### config.mk
export PLATFORM = sky130hd
export DESIGN_NAME = ctrl_pipe_unit_flat
export DESIGN_NICKNAME = d
export VERILOG_FILES = /design/src/rtl/ctrl_pipe_pkg.sv /design/src/rtl/ctrl_pipe_unit_if.sv /design/src/rtl/ctrl_decode.sv /design/src/rtl/ctrl_pipe_unit.sv /design/src/flat_wrapper.sv
export SDC_FILE = /design/constraint.sdc
export NUM_CORES = 1
export LEC_CHECK = 0
export BUFFER_PORTS_ARGS = -buffer_cell sky130_fd_sc_hd__buf_2
export CAP_MARGIN = 20
export CORE_AREA = 3 3 79 58
export CTS_CLUSTER_SIZE = 20
export DETAILED_ROUTE_END_ITERATION = 12
export DIE_AREA = 0 0 82 61
export HOLD_SLACK_MARGIN = 0.06
export PLACE_DENSITY = 0.85
export SYNTH_ARGS = -nofsm -noshare
export SYNTH_HDL_FRONTEND = slang
export SYNTH_SLANG_ARGS = --single-unit
### constraint.sdc
create_clock -name clk -period 4 [get_ports clk]
set_clock_uncertainty 0.2 [all_clocks]
set_input_delay 0.2 -clock clk [delete_from_list [all_inputs] [get_ports clk]]
set_output_delay 0.2 -clock clk [all_outputs]
set_load 0.01 [all_outputs]
### src/rtl/ctrl_pipe_pkg.sv
// ctrl_pipe_pkg: shared types and constants for the control pipeline.
//   - instruction class codes (instr[27:25])
//   - ALU opcode constants used by load/store and branch decode
//   - ctrl_t: the control bundle carried from ID down the stage registers
//   - cond_e / cond_pass: ARM condition codes, used when CTRL_PIPE_COND_EXEC_EN
//     is defined
package ctrl_pipe_pkg;

  // Container width for the alu_op and rd fields of the bundle. The top
  // slices these down to ALU_OP_W / REG_ADDR_W, so both must stay <= 8.
  localparam int CTRL_FIELD_W = 8;

  localparam logic [2:0] CLS_DP_SHIFT = 3'b000;
  localparam logic [2:0] CLS_DP_IMM   = 3'b001;
  localparam logic [2:0] CLS_LS_IMM   = 3'b010;
  localparam logic [2:0] CLS_LS_REG   = 3'b011;
  localparam logic [2:0] CLS_BRANCH   = 3'b101;

  localparam logic [3:0] ALU_ADD = 4'b0100;
  localparam logic [3:0] ALU_SUB = 4'b0010;

  typedef struct packed {
    logic                    valid;
    logic                    b;
    logic                    load;
    logic                    rf;
    logic                    shift;
    logic [CTRL_FIELD_W-1:0] alu_op;
    logic [CTRL_FIELD_W-1:0] rd;
  } ctrl_t;

  typedef enum logic [3:0] {
    COND_EQ = 4'h0, COND_NE = 4'h1, COND_CS = 4'h2, COND_CC = 4'h3,
    COND_MI = 4'h4, COND_PL = 4'h5, COND_VS = 4'h6, COND_VC = 4'h7,
    COND_HI = 4'h8, COND_LS = 4'h9, COND_GE = 4'hA, COND_LT = 4'hB,
    COND_GT = 4'hC, COND_LE = 4'hD, COND_AL = 4'hE, COND_NV = 4'hF
  } cond_e;

  // nzcv = {N, Z, C, V}. NV (1111) is treated as never-execute.
  function automatic logic cond_pass(input logic [3:0] cond, input logic [3:0] nzcv);
    logic n, z, c, v, res;
    {n, z, c, v} = nzcv;
    case (cond)
      COND_EQ: res = z;
      COND_NE: res = !z;
      COND_CS: res = c;
      COND_CC: res = !c;
      COND_MI: res = n;
      COND_PL: res = !n;
      COND_VS: res = v;
      COND_VC: res = !v;
      COND_HI: res = c && !z;
      COND_LS: res = !c || z;
      COND_GE: res = (n == v);
      COND_LT: res = (n != v);
      COND_GT: res = !z && (n == v);
      COND_LE: res = z || (n != v);
      COND_AL: res = 1'b1;
      default: res = 1'b0;
    endcase
    return res;
  endfunction

endpackage

### src/rtl/ctrl_pipe_unit_if.sv
// ctrl_pipe_if: bundle between the IF/ID side and the control pipeline.
//   master: drives instr_valid, instr, stall, flush, flags
//   slave : drives instr_ready, id_* decode, hazard_stall, st_* stage outputs
//           (and cond_fail when CTRL_PIPE_COND_EXEC_EN is defined)
interface ctrl_pipe_if #(
  parameter int INSTR_W    = 32,
  parameter int ALU_OP_W   = 4,
  parameter int N_STAGES   = 3,
  parameter int REG_ADDR_W = 4
);
  logic                           instr_valid;
  logic [INSTR_W-1:0]             instr;
  logic                           instr_ready;
  logic                           stall;
  logic                           flush;
  logic [3:0]                     flags;
  logic                           id_b_instr;
  logic                           id_load_instr;
  logic                           id_rf_instr;
  logic                           id_shift_imm;
  logic [ALU_OP_W-1:0]            id_alu_op;
  logic                           hazard_stall;
  logic [N_STAGES-1:0]            st_valid;
  logic [N_STAGES-1:0]            st_b;
  logic [N_STAGES-1:0]            st_load;
  logic [N_STAGES-1:0]            st_rf;
  logic [N_STAGES-1:0]            st_shift;
  logic [N_STAGES*ALU_OP_W-1:0]   st_alu_op;
  logic [N_STAGES*REG_ADDR_W-1:0] st_rd;
`ifdef CTRL_PIPE_COND_EXEC_EN
  logic                           cond_fail;
`endif

  modport master (
    output instr_valid, instr, stall, flush, flags,
`ifdef CTRL_PIPE_COND_EXEC_EN
    input  cond_fail,
`endif
    input  instr_ready, id_b_instr, id_load_instr, id_rf_instr, id_shift_imm,
           id_alu_op, hazard_stall, st_valid, st_b, st_load, st_rf, st_shift,
           st_alu_op, st_rd
  );

  modport slave (
    input  instr_valid, instr, stall, flush, flags,
`ifdef CTRL_PIPE_COND_EXEC_EN
    output cond_fail,
`endif
    output instr_ready, id_b_instr, id_load_instr, id_rf_instr, id_shift_imm,
           id_alu_op, hazard_stall, st_valid, st_b, st_load, st_rf, st_shift,
           st_alu_op, st_rd
  );
endinterface

### src/rtl/ctrl_decode.sv
// ctrl_decode: purely combinational instruction -> control bundle decode.
//   instr_i   : instruction held in ID
//   ctrl_o    : decoded bundle; valid=0 and all fields zero for bubble classes
//   rm_used_o : instruction class reads rm (instr[3:0]) as a register
module ctrl_decode
  import ctrl_pipe_pkg::*;
#(
  parameter int INSTR_W  = 32,
  parameter int ALU_OP_W = 4
) (
  input  logic [INSTR_W-1:0] instr_i,
  output ctrl_t              ctrl_o,
  output logic               rm_used_o
);

  logic [2:0] cls;
  logic       unused_instr;

  assign cls          = instr_i[27:25];
  // Only a subset of instruction bits is decoded here.
  assign unused_instr = ^instr_i;

  always_comb begin
    ctrl_o    = '0;
    rm_used_o = (cls == CLS_DP_SHIFT) || (cls == CLS_LS_REG);
    case (cls)
      CLS_DP_SHIFT, CLS_DP_IMM: begin
        ctrl_o.valid                  = 1'b1;
        ctrl_o.rf                     = 1'b1;
        ctrl_o.shift                  = instr_i[20];
        ctrl_o.alu_op[ALU_OP_W-1:0]   = instr_i[21 +: ALU_OP_W];
        ctrl_o.rd                     = CTRL_FIELD_W'(instr_i[15:12]);
      end
      CLS_LS_IMM, CLS_LS_REG: begin
        ctrl_o.valid  = 1'b1;
        ctrl_o.rf     = 1'b1;
        ctrl_o.load   = instr_i[20];
        // U bit selects address offset direction.
        ctrl_o.alu_op = instr_i[23] ? CTRL_FIELD_W'(ALU_ADD) : CTRL_FIELD_W'(ALU_SUB);
        ctrl_o.rd     = CTRL_FIELD_W'(instr_i[15:12]);
      end
      CLS_BRANCH: begin
        ctrl_o.valid  = 1'b1;
        ctrl_o.b      = 1'b1;
        ctrl_o.alu_op = CTRL_FIELD_W'(ALU_ADD);
        ctrl_o.rd     = CTRL_FIELD_W'(instr_i[15:12]);
      end
      default: ;
    endcase
  end

endmodule

### src/rtl/ctrl_pipe_unit.sv
// ctrl_pipe_unit: ID decode plus N_STAGES registered control stages
// (stage 0 = EX) with global stall, branch flush and load-use bubbles.
//   clk   : system clock, rising edge
//   reset : asynchronous, active-high; clears every stage immediately
//   bus   : ctrl_pipe_if.slave (instruction handshake, decode, stage outputs)
// Optional: CTRL_PIPE_COND_EXEC_EN adds ARM condition evaluation against
// bus.flags and the registered bus.cond_fail output.
module ctrl_pipe_unit
  import ctrl_pipe_pkg::*;
#(
  parameter int INSTR_W    = 32,
  parameter int ALU_OP_W   = 4,
  parameter int N_STAGES   = 3,
  parameter int REG_ADDR_W = 4
) (
  input  logic      clk,
  input  logic      reset,
  ctrl_pipe_if.slave bus
);

  ctrl_t                          id_dec;
  logic                           rm_used;
  logic                           cond_ok;
  logic                           ld_hit;
  logic                           hazard;
  logic                           take_id;
  logic                           load_id;
  logic [CTRL_FIELD_W-1:0]        id_rn;
  logic [CTRL_FIELD_W-1:0]        id_rm;
  ctrl_t [N_STAGES-1:0]           st_q;
  ctrl_t [N_STAGES-1:0]           st_d;
  logic [N_STAGES-1:0]            vld_v, b_v, load_v, rf_v, shift_v;
  logic [N_STAGES*ALU_OP_W-1:0]   alu_v;
  logic [N_STAGES*REG_ADDR_W-1:0] rd_v;
  logic                           unused_top;

  ctrl_decode #(
    .INSTR_W  (INSTR_W),
    .ALU_OP_W (ALU_OP_W)
  ) u_decode (
    .instr_i   (bus.instr),
    .ctrl_o    (id_dec),
    .rm_used_o (rm_used)
  );

`ifdef CTRL_PIPE_COND_EXEC_EN
  logic cond_fail_q;
  assign cond_ok       = cond_pass(bus.instr[31:28], bus.flags);
  assign bus.cond_fail = cond_fail_q;
`else
  assign cond_ok = 1'b1;
`endif

  assign bus.id_b_instr    = id_dec.b;
  assign bus.id_load_instr = id_dec.load;
  assign bus.id_rf_instr   = id_dec.rf;
  assign bus.id_shift_imm  = id_dec.shift;
  assign bus.id_alu_op     = id_dec.alu_op[ALU_OP_W-1:0];

  // Load-use: the load sitting in EX writes a register the ID instruction reads.
  assign id_rn  = CTRL_FIELD_W'(bus.instr[19:16]);
  assign id_rm  = CTRL_FIELD_W'(bus.instr[3:0]);
  assign ld_hit = st_q[0].valid && st_q[0].load &&
                  ((st_q[0].rd == id_rn) || (rm_used && (st_q[0].rd == id_rm)));
  assign hazard = bus.instr_valid && ld_hit && !bus.stall && !bus.flush;
  assign take_id = bus.instr_valid && !bus.stall && !hazard && !bus.flush;
  // A condition-failed instruction is still consumed, but enters as a bubble.
  assign load_id = take_id && cond_ok && id_dec.valid;

  assign bus.hazard_stall = hazard;
  assign bus.instr_ready  = take_id;

  always_comb begin
    st_d    = '0;
    st_d[0] = load_id ? id_dec : '0;
    for (int k = 1; k < N_STAGES; k++) begin
      st_d[k] = st_q[k-1];
    end
  end

  always_ff @(posedge clk or posedge reset) begin
    if (reset) begin
      st_q <= '0;
`ifdef CTRL_PIPE_COND_EXEC_EN
      cond_fail_q <= 1'b0;
`endif
    end else if (!bus.stall) begin
      st_q <= st_d;
`ifdef CTRL_PIPE_COND_EXEC_EN
      cond_fail_q <= take_id && !cond_ok;
`endif
    end
  end

  always_comb begin
    vld_v   = '0;
    b_v     = '0;
    load_v  = '0;
    rf_v    = '0;
    shift_v = '0;
    alu_v   = '0;
    rd_v    = '0;
    for (int k = 0; k < N_STAGES; k++) begin
      vld_v[k]                       = st_q[k].valid;
      b_v[k]                         = st_q[k].b;
      load_v[k]                      = st_q[k].load;
      rf_v[k]                        = st_q[k].rf;
      shift_v[k]                     = st_q[k].shift;
      alu_v[k*ALU_OP_W +: ALU_OP_W]  = st_q[k].alu_op[ALU_OP_W-1:0];
      rd_v[k*REG_ADDR_W +: REG_ADDR_W] = st_q[k].rd[REG_ADDR_W-1:0];
    end
  end

  assign bus.st_valid  = vld_v;
  assign bus.st_b      = b_v;
  assign bus.st_load   = load_v;
  assign bus.st_rf     = rf_v;
  assign bus.st_shift  = shift_v;
  assign bus.st_alu_op = alu_v;
  assign bus.st_rd     = rd_v;

  // Upper container bits and unused instruction/flag bits.
  assign unused_top = ^{bus.instr, bus.flags, st_q};

endmodule

### src/flat_wrapper.sv
// flat-port wrapper written by rule: the top's interface ports become plain ports
module ctrl_pipe_unit_flat import ctrl_pipe_pkg::*;
#(
  parameter int INSTR_W    = 32,
  parameter int ALU_OP_W   = 4,
  parameter int N_STAGES   = 3,
  parameter int REG_ADDR_W = 4
)
  (clk, reset, bus_instr_valid, bus_instr, bus_stall, bus_flush, bus_flags, bus_instr_ready, bus_id_b_instr, bus_id_load_instr, bus_id_rf_instr, bus_id_shift_imm, bus_id_alu_op, bus_hazard_stall, bus_st_valid, bus_st_b, bus_st_load, bus_st_rf, bus_st_shift, bus_st_alu_op, bus_st_rd);
  ctrl_pipe_if #(.INSTR_W(INSTR_W), .ALU_OP_W(ALU_OP_W), .N_STAGES(N_STAGES), .REG_ADDR_W(REG_ADDR_W)) bus_i ();
  input  logic clk;
  input  logic reset;
  input wire logic [$bits(bus_i.instr_valid)-1:0] bus_instr_valid;
  input wire logic [$bits(bus_i.instr)-1:0] bus_instr;
  input wire logic [$bits(bus_i.stall)-1:0] bus_stall;
  input wire logic [$bits(bus_i.flush)-1:0] bus_flush;
  input wire logic [$bits(bus_i.flags)-1:0] bus_flags;
  output wire logic [$bits(bus_i.instr_ready)-1:0] bus_instr_ready;
  output wire logic [$bits(bus_i.id_b_instr)-1:0] bus_id_b_instr;
  output wire logic [$bits(bus_i.id_load_instr)-1:0] bus_id_load_instr;
  output wire logic [$bits(bus_i.id_rf_instr)-1:0] bus_id_rf_instr;
  output wire logic [$bits(bus_i.id_shift_imm)-1:0] bus_id_shift_imm;
  output wire logic [$bits(bus_i.id_alu_op)-1:0] bus_id_alu_op;
  output wire logic [$bits(bus_i.hazard_stall)-1:0] bus_hazard_stall;
  output wire logic [$bits(bus_i.st_valid)-1:0] bus_st_valid;
  output wire logic [$bits(bus_i.st_b)-1:0] bus_st_b;
  output wire logic [$bits(bus_i.st_load)-1:0] bus_st_load;
  output wire logic [$bits(bus_i.st_rf)-1:0] bus_st_rf;
  output wire logic [$bits(bus_i.st_shift)-1:0] bus_st_shift;
  output wire logic [$bits(bus_i.st_alu_op)-1:0] bus_st_alu_op;
  output wire logic [$bits(bus_i.st_rd)-1:0] bus_st_rd;
  assign bus_i.instr_valid = bus_instr_valid;
  assign bus_i.instr = bus_instr;
  assign bus_i.stall = bus_stall;
  assign bus_i.flush = bus_flush;
  assign bus_i.flags = bus_flags;
  assign bus_instr_ready = bus_i.instr_ready;
  assign bus_id_b_instr = bus_i.id_b_instr;
  assign bus_id_load_instr = bus_i.id_load_instr;
  assign bus_id_rf_instr = bus_i.id_rf_instr;
  assign bus_id_shift_imm = bus_i.id_shift_imm;
  assign bus_id_alu_op = bus_i.id_alu_op;
  assign bus_hazard_stall = bus_i.hazard_stall;
  assign bus_st_valid = bus_i.st_valid;
  assign bus_st_b = bus_i.st_b;
  assign bus_st_load = bus_i.st_load;
  assign bus_st_rf = bus_i.st_rf;
  assign bus_st_shift = bus_i.st_shift;
  assign bus_st_alu_op = bus_i.st_alu_op;
  assign bus_st_rd = bus_i.st_rd;
  ctrl_pipe_unit #(.INSTR_W(INSTR_W), .ALU_OP_W(ALU_OP_W), .N_STAGES(N_STAGES), .REG_ADDR_W(REG_ADDR_W)) u_core (.clk(clk), .reset(reset), .bus(bus_i));
endmodule
==> results of run 1 <==
## worst max-delay path by stage
stage,from,end,slack [ps],cells past startpoint
6_report,bus_stall,u_core.bus.st_load[0],1700,6
5_1_grt,bus_stall,u_core.bus.st_load[0],1530,6
4_1_cts,bus_stall,u_core.bus.st_load[0],1690,6
3_5_place_dp,bus_stall,bus_instr_ready,1790,6
3_3_place_gp,bus_stall,bus_instr_ready,1810,6
2_1_floorplan,u_core.bus.st_rd[2],bus_instr_ready,2440,5
## state kept, by name (all words and copies together), names as in the netlist
signal / cells
u_core.bus.st_load: 3
u_core.bus.st_b: 3
u_core.bus.st_rd: 12
u_core.bus.st_shift: 3
u_core.bus.st_rf: 3
u_core.bus.st_valid: 3
u_core.bus.st_alu_op: 12
## per-layer routing
metal	global-route usage (%)	vias to the layer above	share of wire, %
li1	-	641	-
met1	23.9	643	47
met5	0	-	0
met4	4.27	0	0
met2	24.5	55	43
met3	6.08	0	10
## power by group
part           total (mW)  switching [mW]  internal, mW
sequential          0.427          0.0137         0.413
combinational       0.113          0.0577        0.0548
clock               0.245           0.123         0.122
total               0.785           0.194         0.590
## metrics by stage
| stage | hold WS, ps | setup slack [ps] |
|---|---|---|
| 6_report | 78.4 | 1700 |
| 5_1_grt | 77.5 | 1530 |
| 4_1_cts | 76.9 | 1690 |
| 3_5_place_dp | 146 | 1790 |
| 3_3_place_gp | 145 | 1810 |
| 2_1_floorplan | 136 | 2440 |
## cell type report
class | instances | area [sq um]
fill | 345 | 1620
sequential | 39 | 976
multi-input combinational | 92 | 696
timing repair buffer | 81 | 443
clock buffer | 7 | 76.3
tap | 52 | 65.1
inverter | 5 | 18.8
clock inverter | 1 | 5.00
## kinds of logic after synthesis
group / count (synthesis) / share of synthesized area (%)
AND/OR/NAND/NOR: 40 / 10.2
flip-flops: 39 / 50.8
buffers and inverters: 37 / 13.0
multiplexers: 26 / 15.2
AO/OA/AOI/OAI: 17 / 6.64
XOR/XNOR: 9 / 4.10
## cells in the final DEF, fill, tap and decap left out
| master | instances |
|---|---|
| a21oi_1 | 1 |
| xnor2_1 | 9 |
| buf_4 | 1 |
| clkbuf_8 | 5 |
| nand3b_1 | 1 |
| nand4_1 | 3 |
| clkinv_2 | 1 |
| inv_1 | 5 |
| o41ai_2 | 1 |
| nand2b_1 | 3 |
| nor3b_1 | 1 |
| o22ai_4 | 1 |
| nand2_1 | 24 |
| a21oi_4 | 1 |
| or3b_4 | 1 |
| o21ai_0 | 11 |
| dfrtp_1 | 39 |
| clkbuf_1 | 2 |
| buf_2 | 73 |
| and4bb_1 | 1 |
| o31ai_1 | 2 |
| dlygate4sd3_1 | 7 |
| and2_1 | 3 |
| nor2_1 | 3 |
| mux2_2 | 26 |
==> results.md, run 1 <==
- Distinct cell type count after synthesis: 23
- Critical Path Sink Type: register
- # IOs: 90
- Worst Path Buf+Inv: 2
- Pin count of the biggest net entering global routing: 43
- Synth cell count leaders: 39 x dfrtp_1, 26 x buf_4, 26 x mux2_2, 24 x nand2_1, 11 x o21ai_0
- Pwr dens: 344 nW/um^2
- Ys async rst share: 100%
- EDFF count, synth: 0
- Chip width: 82 um
- Post-DP HPWL: 2780 um
- Endpoints failing hold: 0
- Finished Layout Cells: ~280
- Worst Hold Launch: bus_instr[27]
- Hold EP: u_core.bus.st_rf[0]
- Syn avg cell area: between 10 and 15 sq um
- Clock Latency Late Sink: 280 ps
- Die height: just over 60 um
- DRT Pass-1 Iters: 4
- Final setup viols: 0
- Root buffer cell: clkbuf_8
- Iteration-0 DRC count of the detailed router: 29
- Final Max Tran Viols: 0
- Vias in the first global route: 1288
- FP Rows: 19
- Worst Path Arrival: between 2000 and 2500 ps
- Final WL: 3910 um
- RD Place Congestion: around 0.65
- Final Cell Area: ~2300 sq um
- Dpl cell area: between 2000 and 2500 sq um
- Post-CTS setup buffers: 0
- Area Growth Syn to Fin: 18.7%
- Maximum fanout along the worst path: 42
- Share of post-route cells with drive strength above 1: about half
- Unrepaired setup endpoints after global routing: false
- Residual DRC count: 0
- Status: completed
- Max_slew headroom: 45.1%
- Gr usage total: between 10% and 20%
- CTS Hold Bufs: 7
- Largest delay share family, worst path: buffers and inverters
- Final global-route overflow total: 0
- Worst slew pin tran: a little over 800 ps
- Synthesized flop and latch total: 39
- Sum Neg Setup Slack: 0 ps
- Post-synthesis sequential area ratio: approximately half
- End of the worst register-to-register path: u_core.bus.st_load[0]
- Final core utilization: 58.5%
- Slowest CP cell: buf_2
- Synth warn: 0
- Clock slew at reported path FFs: 70 ps
- I/O Buffers: 73
- Worst Setup Start Kind: primary input
- Worst vdd ir: ~0.00019 V
- Max_cap viols: 0
- Yosys top cell area share: a little over 50%
- Sink Count: 39
- Crit share post-route: a little under three fifths
- Antenna violations before repair: 0
- Die area: around 5000 sq um
- Cell Count Post-Placement: between 200 and 300
- Crit path largest cell delay: 630 ps
- CP Cell Sequence: buf_2 > and4bb_1 > nand4_1 > o22ai_4 > o41ai_2 > dlygate4sd3_1
- Leak pwr: about 1.2 nW
- ANT cells: 0
- Post-Syn Area: between 1500 and 2000 sq um
- First-pass GRT wire length: 6200 um
- Worst R2R Start: u_core.bus.st_rd[0]
- Maximum clock path buffer count: 2
- CORE AREA: slightly below 4000 sq um
- Post-CTS sizing: 0
- Synth top area cells: dfrtp_1 51%, mux2_2 15%, buf_4 10%
- Via density: between 4 and 5
- Top FF cell, synth: dfrtp_1
- Wirelength per Cell: around 14 um
- Net count after synthesis: approximately 210
- CP required: between 4000 and 5000 ps
- Fmax: between 400 and 500 MHz
- Crit Path Category: primary input to register
- Hold Path Depth: 2
- Most common cell in the synthesized netlist: dfrtp_1
- Antenna Nets Post-Route: 0
- Layout Nets: approximately 270
- Total number of vias: 1339
- CTS tree: done
- Period minus WS final: 2300 ps
- Post-Synthesis Cells: between 150 and 200
- # H-tree levels: 2
- Largest area contributor in the netlist: dfrtp_1
- Reg2reg setup slack: 1760 ps
- CTS buffer count: 5
- Initial Util: approximately half
- Cells on worst reg2reg path: 5
- Total Power: a little under 800 uW
- Tightest Hold Check Type: primary input to register
Note: power is estimated with default switching activity, not from simulation.
==> inputs of run 2 (changes only) <==
CORE_AREA = 3 3 85 63   (was 3 3 79 58)
DIE_AREA = 0 0 88 66   (was 0 0 82 61)
PLACE_DENSITY = 0.77   (was 0.85)
clock period = 2 ns   (was 4 ns; I/O delays follow)
==> run 2 against run 1 <==
  * Register-to-register slack worse by 1600 ps
  * Sequential share of layout area shrank 4.2 points
  * Non-clock buffer count up 22
  * Highest routed layer is now met4
  * Global-route usage shrank 1.5 points
  * Worst hold slack improved by 14 ps
  * Wire length rose by 9.0%
  * Combinational power rose by 130%
  * Power increased by 110%
  * Clock power up 110%
  * Cell area up 12%
  * Utilization decreased by 3.8 points
==> results.md, run 2 (same netlist as run 1, synthesis figures left out) <==
- Tightest Hold Check Type: primary input to register
- Worst Path Arrival: 1630 ps (-690 ps)
- WHS: 92.1 ps (+13.7 ps)
- DRT Pass-1 Iters: 4 (unchanged)
- I/O Buffers: 73 (unchanged)
- Worst vdd ir: 0.000316 V (+62%)
- Antenna Nets Post-Route: 0 (unchanged)
- Leak pwr: 1.36 nW (+9.8%)
- RD Place Congestion: 0.727 (+12%)
- Total Power: 1.62 mW (+110%)
- Worst slew pin tran: 533 ps (-290 ps)
- CP required: 1700 ps (-2320 ps)
- Final setup viols: 0 (unchanged)
- Clock Latency Late Sink: 290 ps (about the same)
- Status: completed
- Root buffer cell: clkbuf_8
- Gr usage total: 15.3% (-1.5 points)
- Reg2reg setup slack: 130 ps (-1630 ps)
- Layout Nets: 287 (+8.3%)
- First-pass GRT wire length: 6620 um (+6.9%)
- Crit Path Category: register to output port
- Antenna violations before repair: 0 (unchanged)
- Pin count of the biggest net entering global routing: 40 (-7.0%)
- Total number of vias: 1451 (+8.4%)
- CORE AREA: 4650 sq um (+19%)
- Iteration-0 DRC count of the detailed router: 70 (+140%)
- Share of post-route cells with drive strength above 1: 52.6% (+3.7 points)
- Max_cap viols: 0 (unchanged)
- ANT cells: 0 (unchanged)
- Pwr dens: 636 nW/um^2 (+85%)
- Register Area: 981 sq um (+0.51%)
- CTS tree: done
- Die height: 66 um (+8.2%)
- Sink Count: 39 (unchanged)
- Max_slew headroom: 64.4% (+19 points)
- Wirelength per Cell: 14.0 um (-0.69%)
- # IOs: 90 (unchanged)
- Crit share post-route: a little over nine tenths
- Maximum fanout along the worst path: 4 (-90%)
- Clock slew at reported path FFs: 70 ps (about the same)
- Post-DP HPWL: 2970 um (+6.5%)
- Die area: 5810 sq um (+16%)
- Via density: 4.77 (-1.3%)
- Multi-input logic area: 726 sq um (+4.3%)
- Final global-route overflow total: 0 (unchanged)
- Initial Util: 41.3% (-8.0 points)
- Worst Setup Start Kind: register
- Final Max Tran Viols: 0 (unchanged)
- Residual DRC count: 0 (unchanged)
- Maximum clock path buffer count: 2 (unchanged)
- # H-tree levels: 2 (unchanged)
- FILL cells: 417 (+21%)
- Chip width: 88 um (+7.3%)
- Critical Path Sink Type: output port
- Period minus WS final: roughly 1900 ps
- Area Growth Syn to Fin: 32.4%
- Final WL: 4270 um (+9.0%)
- FP Rows: 21 (+2)
- Commonest non-fill, non-tap cell in the layout: buf_2
- Vias in the first global route: 1435 (+11%)
- CTS buffer count: 5 (unchanged)
- Fmax: around 520 MHz
- Most frequent cells in the layout: 72 x buf_2, 35 x dfrtp_1, 26 x mux2_2
- Endpoints failing hold: 0 (unchanged)
[run 2: changes by cell type in the layout (fill, tap and decap cells not counted), moves of 4 or more]
cell	previous run	this run
xnor2_1	9	5
dlygate4sd3_1	7	17
dfrtp_1	39	35
dfrtp_2	0	4
buf_4	1	12
xnor2_2	0	4
[run 2: critical path: stages (launching register included)]
cell     delay, ps
dfrtp_2        450
xnor2_1        170
nand4_1        160
o22ai_4        240
buf_12         140
nor2_1          40
buf_2          140
[run 2: what timing repair did]
item	4_1_cts	5_1_grt
gates resized for setup	0	8
endpoints found under the setup margin	0	2
hold endpoints to repair	56	0
hold buffers	17	0
setup buffers	0	7
[run 2: final timing paths]
kind	from	to	cells after the start
setup / recovery	u_core.bus.st_rd[2]	bus_instr_ready	6
hold / removal	bus_instr[26]	u_core.bus.st_b[0]	3
setup reg to reg	u_core.bus.st_rd[2]	u_core.bus.st_rd[3]	8
hold reg to reg	u_core.bus.st_shift[2]	u_core.bus.st_shift[2]	1
max in group asynchronous	reset	u_core.bus.st_rd[0]	4
min in group asynchronous	reset	u_core.bus.st_alu_op[10]	4
[run 2: routing by layer]
layer	share of wire [%]	wire length (um)	vias to the layer above	track usage, %
met4	1.3	54	0	4.02
met1	46	1980	689	18.7
met5	0	0	-	0
li1	-	-	694	-
met2	44	1860	60	24.2
met3	8.7	373	8	7.22
[run 2: cell type report]
class	count	area share [%]
clock buffers	7	3.00
clock inverters	1	0.197
inverters	5	0.738
multi-input cells	92	28.5
flip-flops and latches	39	38.6
well taps	57	2.80
repair buffers	103	26.2
[run 2: power by group]
part / switching, mW / internal, mW / leakage [nW] / total, mW
sequential: 0.0265 / 0.827 / 0.528 / 0.854
combinational: 0.124 / 0.136 / 0.788 / 0.260
clock: 0.261 / 0.245 / 0.0422 / 0.505
total: 0.411 / 1.21 / 1.36 / 1.62
[run 2: through the flow]
step	setup slack (ps)	utilization, %	cells	setup TNS, ps	instance area, sq um
after detailed placement	365	47.0	272	0	2180
after global placement	352	47.0	272	0	2180
final	73.9	54.7	304	0	2540
after CTS	42.7	52.4	297	0	2440
after floorplan	506	-	168	0	1920
after global routing	-19.6	54.7	304	-19.6	2540
==> inputs of run 3 (changes only) <==
PLACE_DENSITY = 0.75   (was 0.77)
==> run 3 against run 2 <==
  * Via count shrank 1.6%
  * Sequential power hardly changed
  * Setup slack gained 8.7 ps
  * Critical endpoint unchanged
==> results.md, run 3 (same netlist as run 1, synthesis figures left out) <==
- Status: completed
- Worst setup startpoint: u_core.bus.st_rd[3]
- WHS: 105 ps (+13.1 ps)
- DRT Pass-1 Iters: 4 (unchanged)
- Sw Pwr: 421 uW (+2.3%)
- Sink Count: 39 (unchanged)
- Final Max Tran Viols: 0 (unchanged)
- Vias in the first global route: 1458 (+1.6%)
- Met2 wire length: 1930 um (+3.8%)
- Critical Path Sink Type: output port
- Layout Nets: 288 (+0.35%)
- Crit share post-route: 95.9% (-0.44 points)
- Max_slew headroom: 60.0% (-4.4 points)
- Clock Latency Late Sink: 290 ps (about the same)
- Residual DRC count: 0 (unchanged)
- Leak pwr: 1.35 nW (-0.67%)
- Register Area: 981 sq um (unchanged)
- Initial Util: 41.3% (unchanged)
- Clock Power Share: 31.6% (+0.4 points)
- P_int: 1.20 mW (-0.30%)
- Root buffer cell: clkbuf_8
- Worst R2R Start: u_core.bus.st_valid[0]
- Total number of vias: 1428 (-1.6%)
- Wirelength per Cell: 14.3 um (+2.0%)
- Tightest Hold Check Type: primary input to register
- Maximum fanout along the worst path: 6 (+2)
- Pin count of the biggest net entering global routing: 40 (unchanged)
- Area Growth Syn to Fin: 33.0%
- Worst Hold Launch: bus_stall
- FP Rows: 21 (unchanged)
- Max_cap viols: 0 (unchanged)
- Clock slew at reported path FFs: 80 ps (about the same)
- CP Cell Sequence: xnor2_1 > nand4_1 > o22ai_4 > buf_12 > nor2_4 > buf_6
- # H-tree levels: 2 (unchanged)
- Gr usage total: 16.0% (+0.71 points)
- Combinational share of power: 15.9% (about the same)
- Antenna violations before repair: 0 (unchanged)
- Iteration-0 DRC count of the detailed router: 89 (+27%)
- Top Metal Used: met4
- CORE AREA: 4650 sq um (unchanged)
- Multi-input logic area: 718 sq um (-1.0%)
- Antenna Nets Post-Route: 0 (unchanged)
- Post-DP HPWL: 2960 um (about the same)
- Switch share: 25.9% (+0.48 points)
- Final WL: 4360 um (+2.3%)
- Slowest CP cell: dfrtp_2
- Die height: 66 um (unchanged)
- Period minus WS final: 1920 ps (-8.74 ps)
- Met1 Routed Length: 2030 um (+2.8%)
- I/O Buffers: 73 (unchanged)
- ANT cells: 0 (unchanged)
- CP required: 1700 ps (about the same)
- Met3 wire len: 387 um (+3.8%)
- Worst Setup Start Kind: register
- Crit path largest cell delay: 430 ps (-20 ps)
- Final global-route overflow total: 0 (unchanged)
- RD Place Congestion: 0.741 (+1.8%)
- FILL cells: 419 (+0.48%)
- # IOs: 90 (unchanged)
- Die area: 5810 sq um (unchanged)
- Chip width: 88 um (unchanged)
- Final setup viols: 0 (unchanged)
- CTS buffer count: 5 (unchanged)
- Share of post-route cells with drive strength above 1: 52.4% (-0.21 points)
- Unrepaired setup endpoints after global routing: false
- Commonest non-fill, non-tap cell in the layout: buf_2
- CTS tree: done
- Sum Neg Setup Slack: 0 ps (unchanged)
- Crit Path Category: register to output port
- Fmax: 522 MHz (+0.46%)
- Pwr dens: 636 nW/um^2 (about the same)
- Via density: 4.68 (-1.9%)
- Worst Path Arrival: 1620 ps (about the same)
- Maximum clock path buffer count: 2 (unchanged)
- Reg power frac: 52.5% (-0.2 points)
- Endpoints failing hold: 0 (unchanged)
- Worst slew pin tran: 599 ps (+66.1 ps)
- First-pass GRT wire length: 7110 um (+7.3%)
- Most frequent cells in the layout: 72 x buf_2, 35 x dfrtp_1, 26 x mux2_2
- Worst vdd ir: 0.000442 V (+40%)
-- run 3: changes by cell type in the layout (fill, tap and decap cells not counted) --
cell           previous run  this run
xnor2_2                   4         2
nor2_1                    3         2
buf_4                    12        11
xnor2_1                   5         7
nor2_4                    0         1
clkbuf_1                  2         1
buf_6                     0         1
dlygate4sd3_1            17        18
clkinvlp_4                0         1
-- run 3: final cells by class --
type | count | area share [%]
multi-input combinational | 92 | 28.1
sequential | 39 | 38.4
clock buffer | 6 | 2.84
timing repair buffer | 104 | 26.6
inverter | 5 | 0.735
tap | 57 | 2.79
clock inverter | 2 | 0.490
-- run 3: path summary, 6_finish.rpt --
path	endpoint	slack, ps	cells after the start
max	bus_instr_ready	80	6
min	u_core.bus.st_valid[0]	110	4
max reg2reg	u_core.bus.st_load[0]	250	6
min reg2reg	u_core.bus.st_valid[2]	300	1
max in group asynchronous	u_core.bus.st_rd[3]	960	4
min in group asynchronous	u_core.bus.st_alu_op[2]	270	4
-- run 3: through the flow --
stage	worst slack, ps	std cells	instance area (sq um)	utilization (%)	total power, mW
after floorplan	506	168	1920	-	1.02
after global placement	324	271	2180	46.8	1.09
after detailed placement	322	271	2180	46.8	1.09
after CTS	16.2	297	2440	52.5	1.64
after global routing	8.41	305	2550	54.9	1.71
final	82.6	305	2550	54.9	1.62
-- run 3: power groups by stage --
stage	registers (mW)	logic [mW]	clock network, mW
global route	0.860	0.283	0.567
global placement	0.867	0.221	0
detailed placement	0.869	0.224	0
finish	0.853	0.258	0.513
floorplan	0.871	0.150	0
CTS	0.854	0.251	0.532
-- run 3: critical path, delay by kind of cell (launching register included) --
kind	cells	cell delay [ps]
AND/OR/NAND/NOR	2	210
AO/OA/AOI/OAI	1	250
flip-flops	1	430
buffers and inverters	2	260
XOR/XNOR	1	170
-- run 3: timing repair --
| action | CTS | global route |
|---|---|---|
| hold buffers | 18 | 0 |
| resized for setup | 1 | 8 |
| pin swaps | 0 | 5 |
| cloned | 0 | 1 |
| setup buffers | 0 | 7 |
| hold endpoints to repair | 51 | 0 |
| endpoints found under the setup margin | 1 | 2 |
-- run 3: routing by layer --
layer  vias up  GRT usage (%)
li1        691              -
met1       676           22.0
met2        59           23.6
met3         2           5.85
met4         0           4.60
met5         -              0
